## src/rtl/cube_pkg.sv

```systemverilog
// Shared types and constants for the cube face colour buffer: colour codes,
// face indices, controller states and the EMPTY marker.
package cube_pkg;

    localparam int COLOR_W = 3;

    typedef enum logic [COLOR_W-1:0] {
        W     = 3'd0,
        Y     = 3'd1,
        R     = 3'd2,
        O     = 3'd3,
        B     = 3'd4,
        G     = 3'd5,
        EMPTY = 3'd7
    } color_e;

    localparam logic [COLOR_W-1:0] EMPTY_CODE = 3'b111;

    // Face indices carry a prefix so they do not collide with the colour literals B and R.
    localparam logic [2:0] FACE_U = 3'd0;
    localparam logic [2:0] FACE_D = 3'd1;
    localparam logic [2:0] FACE_F = 3'd2;
    localparam logic [2:0] FACE_B = 3'd3;
    localparam logic [2:0] FACE_L = 3'd4;
    localparam logic [2:0] FACE_R = 3'd5;

    typedef enum logic [1:0] {
        IDLE  = 2'd0,
        LATCH = 2'd1,
        SCAN  = 2'd2,
        DONE  = 2'd3
    } state_e;

    function automatic logic face_in_range(input logic [2:0] face, input int faces);
        return (32'(face) < faces);
    endfunction

endpackage

```

## src/rtl/cube_face_bank.sv

```systemverilog
// Facelet cell array with one write port and a registered, packed per-face
// read port. Out-of-range read faces return all-EMPTY.
module cube_face_bank
    import cube_pkg::*;
#(
    parameter int GRID  = 3,
    parameter int CW    = 3,
    parameter int FACES = 6,
    parameter int N     = GRID * GRID,
    parameter int IDXW  = (N > 1) ? $clog2(N) : 1
) (
    input  logic              clk,
    input  logic              rst,
    input  logic              we,
    input  logic [2:0]        wr_face,
    input  logic [IDXW-1:0]   wr_idx,
    input  logic [CW-1:0]     wr_data,
    input  logic [2:0]        rd_face,
    output logic [N*CW-1:0]   face_dout
);

    logic [CW-1:0]   mem [FACES][N];
    logic [N*CW-1:0] face_dout_reg;
    logic [N*CW-1:0] face_dout_next;
    logic            rd_ok;

    // Reset must wipe every cell in a single edge, so the array carries a reset.
    always_ff @(posedge clk) begin
        if (rst) begin
            for (int f = 0; f < FACES; f++) begin
                for (int i = 0; i < N; i++) begin
                    mem[f][i] <= '1;
                end
            end
        end else if (we) begin
            mem[wr_face][wr_idx] <= wr_data;
        end
    end

    assign rd_ok = face_in_range(rd_face, FACES);

    generate
        for (genvar gi = 0; gi < N; gi++) begin : g_rd
            assign face_dout_next[gi*CW +: CW] = rd_ok ? mem[rd_face][gi] : '1;
        end
    endgenerate

    // Read sees the array before this edge's write: same-cell collisions return old data.
    always_ff @(posedge clk) begin
        if (rst) begin
            face_dout_reg <= '1;
        end else begin
            face_dout_reg <= face_dout_next;
        end
    end

    assign face_dout = face_dout_reg;

endmodule

```

## src/rtl/cube_face_color_buffer.sv

```systemverilog
// Command-driven colour store for an N x N cube: serial masked write/clear of
// one face per command. Define CUBE_FACE_COMPLETE_EN to add face_complete.
module cube_face_color_buffer
    import cube_pkg::*;
#(
    parameter int GRID  = 3,
    parameter int CW    = 3,
    parameter int FACES = 6
) (
    input  logic                   clk,
    input  logic                   rst,
    input  logic                   enable,
    input  logic [2:0]             face_sel,
    input  logic [GRID*GRID-1:0]   position_mask,
    input  logic [CW-1:0]          color_coding,
    input  logic                   clear,
    input  logic [2:0]             rd_face,
    output logic [GRID*GRID*CW-1:0] face_dout,
    output logic                   busy,
    output logic                   done,
    output logic                   err
`ifdef CUBE_FACE_COMPLETE_EN
    ,
    output logic [FACES-1:0]       face_complete
`endif
);

    localparam int N    = GRID * GRID;
    localparam int IDXW = (N > 1) ? $clog2(N) : 1;
    localparam logic [IDXW-1:0] LAST_IDX = IDXW'(N - 1);

    state_e          state_reg, state_next;
    logic [IDXW-1:0] idx_reg, idx_next;
    logic [2:0]      face_reg, face_next;
    logic [N-1:0]    mask_reg, mask_next;
    logic [CW-1:0]   color_reg, color_next;
    logic            clear_reg, clear_next;
    logic            err_reg, err_next;
    logic            we;
    logic [CW-1:0]   wr_data;

    always_ff @(posedge clk) begin
        if (rst) begin
            state_reg <= IDLE;
            idx_reg   <= '0;
            face_reg  <= '0;
            mask_reg  <= '0;
            color_reg <= '0;
            clear_reg <= 1'b0;
            err_reg   <= 1'b0;
        end else begin
            state_reg <= state_next;
            idx_reg   <= idx_next;
            face_reg  <= face_next;
            mask_reg  <= mask_next;
            color_reg <= color_next;
            clear_reg <= clear_next;
            err_reg   <= err_next;
        end
    end

    always_comb begin
        state_next = state_reg;
        idx_next   = idx_reg;
        face_next  = face_reg;
        mask_next  = mask_reg;
        color_next = color_reg;
        clear_next = clear_reg;
        err_next   = err_reg;
        we         = 1'b0;
        case (state_reg)
            IDLE: begin
                if (enable) begin
                    face_next  = face_sel;
                    mask_next  = position_mask;
                    color_next = color_coding;
                    clear_next = clear;
                    state_next = LATCH;
                end
            end
            LATCH: begin
                idx_next = '0;
                if (!face_in_range(face_reg, FACES)) begin
                    err_next   = 1'b1;
                    state_next = DONE;
                end else begin
                    err_next   = 1'b0;
                    state_next = SCAN;
                end
            end
            SCAN: begin
                we       = clear_reg | mask_reg[idx_reg];
                idx_next = idx_reg + IDXW'(1);
                if (idx_reg == LAST_IDX) begin
                    state_next = DONE;
                end
            end
            DONE: begin
                state_next = IDLE;
            end
            default: begin
                state_next = IDLE;
            end
        endcase
    end

    assign wr_data = clear_reg ? '1 : color_reg;
    assign busy    = (state_reg != IDLE);
    assign done    = (state_reg == DONE);
    assign err     = done & err_reg;

    cube_face_bank #(
        .GRID  (GRID),
        .CW    (CW),
        .FACES (FACES)
    ) u_bank (
        .clk       (clk),
        .rst       (rst),
        .we        (we),
        .wr_face   (face_reg),
        .wr_idx    (idx_reg),
        .wr_data   (wr_data),
        .rd_face   (rd_face),
        .face_dout (face_dout)
    );

`ifdef CUBE_FACE_COMPLETE_EN
    // A clear write drops the facelet's written bit; any colour write sets it.
    generate
        for (genvar gi = 0; gi < FACES; gi++) begin : g_face
            logic [N-1:0] written_reg;
            logic         complete_reg;

            always_ff @(posedge clk) begin
                if (rst) begin
                    written_reg  <= '0;
                    complete_reg <= 1'b0;
                end else begin
                    if (we && (face_reg == 3'(gi))) begin
                        written_reg[idx_reg] <= ~clear_reg;
                    end
                    complete_reg <= &written_reg;
                end
            end

            assign face_complete[gi] = complete_reg;
        end
    endgenerate
`endif

endmodule

```

## config.mk

```make
export PLATFORM = sky130hd
export DESIGN_NAME = cube_face_color_buffer
export DESIGN_NICKNAME = d
export VERILOG_FILES = /design/src/rtl/cube_pkg.sv /design/src/rtl/cube_face_bank.sv /design/src/rtl/cube_face_color_buffer.sv
export SDC_FILE = /design/constraint.sdc
export NUM_CORES = 1
export LEC_CHECK = 0
export BUFFER_PORTS_ARGS = -buffer_cell sky130_fd_sc_hd__buf_2
export CORE_ASPECT_RATIO = 1.2
export CORE_UTILIZATION = 55
export DETAILED_ROUTE_END_ITERATION = 10
export HOLD_SLACK_MARGIN = 0.12
export PLACE_DENSITY = 0.73
export SLEW_MARGIN = 20
export SYNTH_ARGS = -nofsm -noshare
export SYNTH_HDL_FRONTEND = slang
export SYNTH_SLANG_ARGS = --single-unit
```

## constraint.sdc

```tcl
create_clock -name clk -period 2.3 [get_ports clk]
set_input_delay 0.23 -clock clk [delete_from_list [all_inputs] [get_ports clk]]
set_output_delay 0.23 -clock clk [all_outputs]
set_load 0.02 [all_outputs]
```

Word level (Yosys, flattened, before mapping) --
Memory sizes are Yosys's and may differ from the RTL's. A register that Yosys moved wholly into a read port is not among the register bits. Cells that the tools add are included.
Storage, ports and cells: register bits 23, memory bits (writable) 162, input bits 22, output and inout port bits 30, logic and storage cells 52, memories kept 1
Memory list:
- u_bank.mem | depth 6, width 27, read ports 1, clocked after Yosys merged registers in 1, write ports 6, line cube_face_bank.sv:22 | logic [CW-1:0] mem [FACES][N];
Operators by class: $add $sub $neg 1, magnitude comparators 5, equal/unequal tests 6, multiplexer cells 20, bitwise logic cells 4, reduce and logical (&&, ||, !) cells 8
Operators with widths (number):
- $mux 27 | 3
- $reduce_or 27->1 | 1
- $demux 3 s4 | 1
- $mux 3 | 3
- $mux 1 | 8
- $pmux 2 s4 | 1
- $pmux 4 s2 | 1
- $lt 3x3->1 const B | 2
- $ge 5x5->1 const B | 1
- $lt 4x5->1 const B | 1
- $lt 5x1->1 const B | 1
- $not 4->5 | 1
- $add 4x1->4 const B | 1
- $bmux 1 s4 | 1
- $eq 2x2->1 const B | 2
- $eq 4x4->1 const B | 1
- $mux 2 | 2
- $ne 2x2->1 const B | 2
- $reduce_and 2->1 | 2
- $reduce_bool 2->1 | 2
- $eq 2x1->1 const B | 1
- $logic_not 2->1 | 1
- $reduce_or 2->1 | 1
- $and 1x1->1 | 1
- other kinds (3) | 3

Depth between registers and ports, before layout --
word-level depth 9, gate-level depth with buffers 8, mapped depth without buffers 6

Cells and area by module --
Synthesis repeated with hierarchy kept, for this count alone.
Unflattened totals: cells, all modules 817, area total of the unflattened synthesis 9399.0 µm²
Modules (own cells, without submodules):
- cube_face_bank | instances 1, cells an instance 686, area an instance 8318.0 µm², seq. area each 5405.2 µm²
- cube_face_color_buffer | instances 1, cells an instance 131, area an instance 1081.0 µm², seq. area each 460.4 µm²

Least setup slack after synthesis --
No wires, ideal clock.
path kind register to register, start point register state_reg[0], end point memory u_bank.mem[0][3] in the netlist's numbering (data pin), setup time 0.259 ns, arrival 1.776 ns, required time 2.041 ns, slack 0.266 ns, stages on the path, launching flop included 9, buffers on the path 2, period minus slack after synthesis 2.034 ns, cells stage by stage dfxtp_1 > inv_1 > ha_1 > buf_2 > or4b_4 > nor3b_2 > and2_1 > buf_4 > nand2_2
RTL lines:
- start: declaration | line cube_face_color_buffer.sv:32 | state_e state_reg, state_next;
- start signal: assignment | line cube_face_color_buffer.sv:52 | state_reg <= state_next;
- end: declaration | line cube_face_bank.sv:22

==> results_dict.tcl <==
set metrics [dict create \
    run_status "finished clean" \
    wl_um 22390 \
    port_buffers 51 \
    antenna_cells 0 \
    fillerInstances 1340 \
    drtAntennaViolNets 0 \
    area_growth_pct 13.82 \
    design.die.area_um2 18410 \
    max_freq_mhz 448.1 \
    synth_compound_gate_area_share_pct 8.901 \
    antenna_found_initial 0 \
    clk_pin_slew_worst_paths_ns 0.06 \
    grt_usage_pct 25.89 \
    rsz0062_at_grt "true" \
    worstMarginPinSlew_ns 0.6535 \
    critPathKind "flop to flop" \
    multi_input_comb_area_um2 3511 \
    synthSimpleGateAreaFrac_pct 15.43 \
    path_depth 6 \
    holdPathStages 4 \
    cts.path.max_buffers 3 \
    p_sw_mw 2.307 \
    hpwlAfterDp_um 14020 \
    pwr-share-comb_pct 13.2 \
    p_int_mw 6.876 \
    rows 53 \
    clock_skew_ns 0.01035 \
    ys_warn_count 0 \
    slowest_stage "or4b_4" \
    relSlewSlack_pct 56.43 \
    p_per_area_nw_per_um2 821.1 \
    die_w_um 124.0 \
    fin_crit_sh_pct 97.02 \
    grt_pass1_wl_um 35350 \
    cp-end-kind "flop" \
    nets 858 \
    dr_total_vias 6288 \
    setup_viol 0 \
    leakage_nw 3.101 \
    layout_common_cells "edfxtp_1, nand2_1, o21bai_1, buf_2, dfxtp_1" \
    r2r_cells 6 \
    p_seq_share_pct 46.4 \
    whs_ns 0.2253 \
    hold_violations 0 \
    synth_top_family_by_area "simple AND/OR/NAND/NOR gates" \
    drv_slew 0 \
    htreeDepth 1 \
    slowest_delay_ns 0.52 \
    post_cts_buffers 0 \
    gp_congestion 0.8449 \
    startpoint_type "flop" \
    drc 0 \
    first_pass_iters 4 \
    period_needed_ns 2.232 \
    yosysSeqAreaShare_pct 59.70 \
    root_buffer "clkbuf_16" \
    drive_above_1_share_pct 28.59 \
    grt_max_degree 56 \
    clkSinkCount 212 \
    numCtsBuffers 22 \
    finalSetupTns_ns 0 \
    crit_chain "inv_1 -> ha_1 -> or4b_4 -> nor3b_2 -> and2_2 -> nand2_2" \
    crit_family "simple AND/OR/NAND/NOR gates" \
    synth_cell_type_count 41 \
    regArea_um2 5867 \
    die_h_um 148.4 \
    clkLatencyLatePin_ns 0.50 \
    synth_nets 824 \
    synth_xor_area_share_pct 0 \
    cts_tree "done" \
    ir_drop_uv 801.2 \
    crit_buf_inv 1 \
    synth_fa_ha_area_share_pct 1.146 \
    coreArea_um2 17510 \
    yosys_register_bits 212 \
    synth_area_um2 9826 \
    routedWlPerCell_um 21.07 \
    overflow 0 \
    ioPinCount 52 \
    synthMuxAreaShare_pct 9.792 \
    switching_share_pct 25.12 \
    maxCapViolCount 0 \
    drt_iter0_drc 591 \
    hold_path.class "primary input to flop" \
    postSynthAreaPerCell_um2 12.39 \
    final_common_cell "edfxtp_1" \
    clockPowerShare_pct 40.4 \
    grt_pass1_vias 6523 \
    viasPerCell 5.915 \
    largest_reg_flops 162 \
    arrival_ns 2.48 \
    initial_utilization_pct 56.12 \
    synth_cells 793 \
    crit_fanout 6 \
    cp.required_ns 2.55 \
]
## cells by family after synthesis
kind of cell,Yosys count
buffers and inverters,92
adder cells (fa/ha/maj),9
multiplexers,59
flip-flops,212
AND/OR/NAND/NOR,300
AO/OA/AOI/OAI,121
## timing repair
item                                    in CTS  in global routing
resized for setup                            5                 10
hold buffers                                16                  0
endpoints found under the setup margin      21                159
hold endpoints to repair                    16                  0
gates cloned                                 0                  0
## cells in the mapped netlist
master	n	area [um2]
nor3_1	4	20.02
nand4bb_1	1	11.26
o211ai_2	7	87.58
nor3b_1	5	37.54
buf_4	15	112.6
mux2i_1	5	50.05
o21ai_0	3	15.01
nand4b_1	2	17.52
nor3_2	2	20.02
buf_2	26	130.1
nand3b_1	1	7.510
nor2_1	9	33.78
a2bb2oi_1	1	8.760
inv_1	7	26.28
or2_2	1	6.260
nand2_1	148	555.5
a21oi_1	21	105.1
clkbuf_1	35	131.4
o211a_1	6	60.06
or3_1	1	6.260
mux4_2	27	608.1
nor3b_2	2	25.02
nor2b_1	2	12.51
or2_1	1	6.260
o21bai_1	54	405.4
mux2_2	27	304.0
a221oi_1	1	8.760
ha_1	9	112.6
buf_6	8	90.09
nand2_2	48	300.3
nand2b_1	32	200.2
o22ai_1	27	168.9
and2_1	26	162.7
or4b_4	1	13.76
edfxtp_1	162	4865
buf_1	1	3.750
and3_1	1	6.260
dfxtp_1	50	1001
nand2b_4	1	13.76
o221ai_2	1	15.01
nand3_1	12	60.06
## power groups by stage
stage	registers [mW]	clock network [mW]	logic (mW)
after floorplan	4.30	0	0.836
after global placement	4.34	0	1.10
after detailed placement	4.34	0	1.15
after CTS	4.26	3.75	1.18
after global routing	4.27	3.91	1.32
final	4.26	3.71	1.21
## path summary, 6_finish.rpt
path / startpoint / to / slack [ns]
max reg2reg: state_reg[0]$_SDFFE_PP0P_ / u_bank.mem[3][4]$_SDFFCE_PN1P_ / 0.07
max: state_reg[0]$_SDFFE_PP0P_ / u_bank.mem[3][4]$_SDFFCE_PN1P_ / 0.07
min: enable / state_reg[0]$_SDFFE_PP0P_ / 0.23
min reg2reg: mask_reg[1]$_SDFFE_PP0P_ / mask_reg[1]$_SDFFE_PP0P_ / 0.46
## tightest hold or removal path, cell delays in order
cell and delay, ns:
buf_2 0.12, a2bb2oi_1 0.16, o21ai_0 0.08, a221oi_1 0.07
## layer usage
| layer | track usage, % | part of all wire (%) |
|---|---|---|
| met3 | 4.333 | 7.5 |
| met4 | 10.95 | 4.1 |
| met5 | 0 | 0 |
| met2 | 44.61 | 52 |
| met1 | 31.93 | 36 |
## per-stage QoR
stage / worst slack (ns) / utilization (%) / instances / area [um2] / total power, mW
floorplan: 0.2658 / - / 793 / 9826 / 5.138
global placement: 0.06183 / 58.33 / 1007 / 10210 / 5.436
detailed placement: -0.02901 / 58.33 / 1007 / 10210 / 5.496
CTS: 0.005287 / 63.65 / 1063 / 11140 / 9.191
global route: -0.07797 / 63.88 / 1063 / 11180 / 9.505
finish: 0.06848 / 63.88 / 1063 / 11180 / 9.183
## area by class of cell
cell class	instances	share of cell area (%)
Sequential cell	212	52.46
Multi-Input combinational cell	489	31.39
Timing Repair Buffer	95	6.601
Clock buffer	29	5.706
Tap cell	220	2.461
Clock inverter	11	1.141
Inverter	7	0.2350
Power figures use the tool's default switching activity.
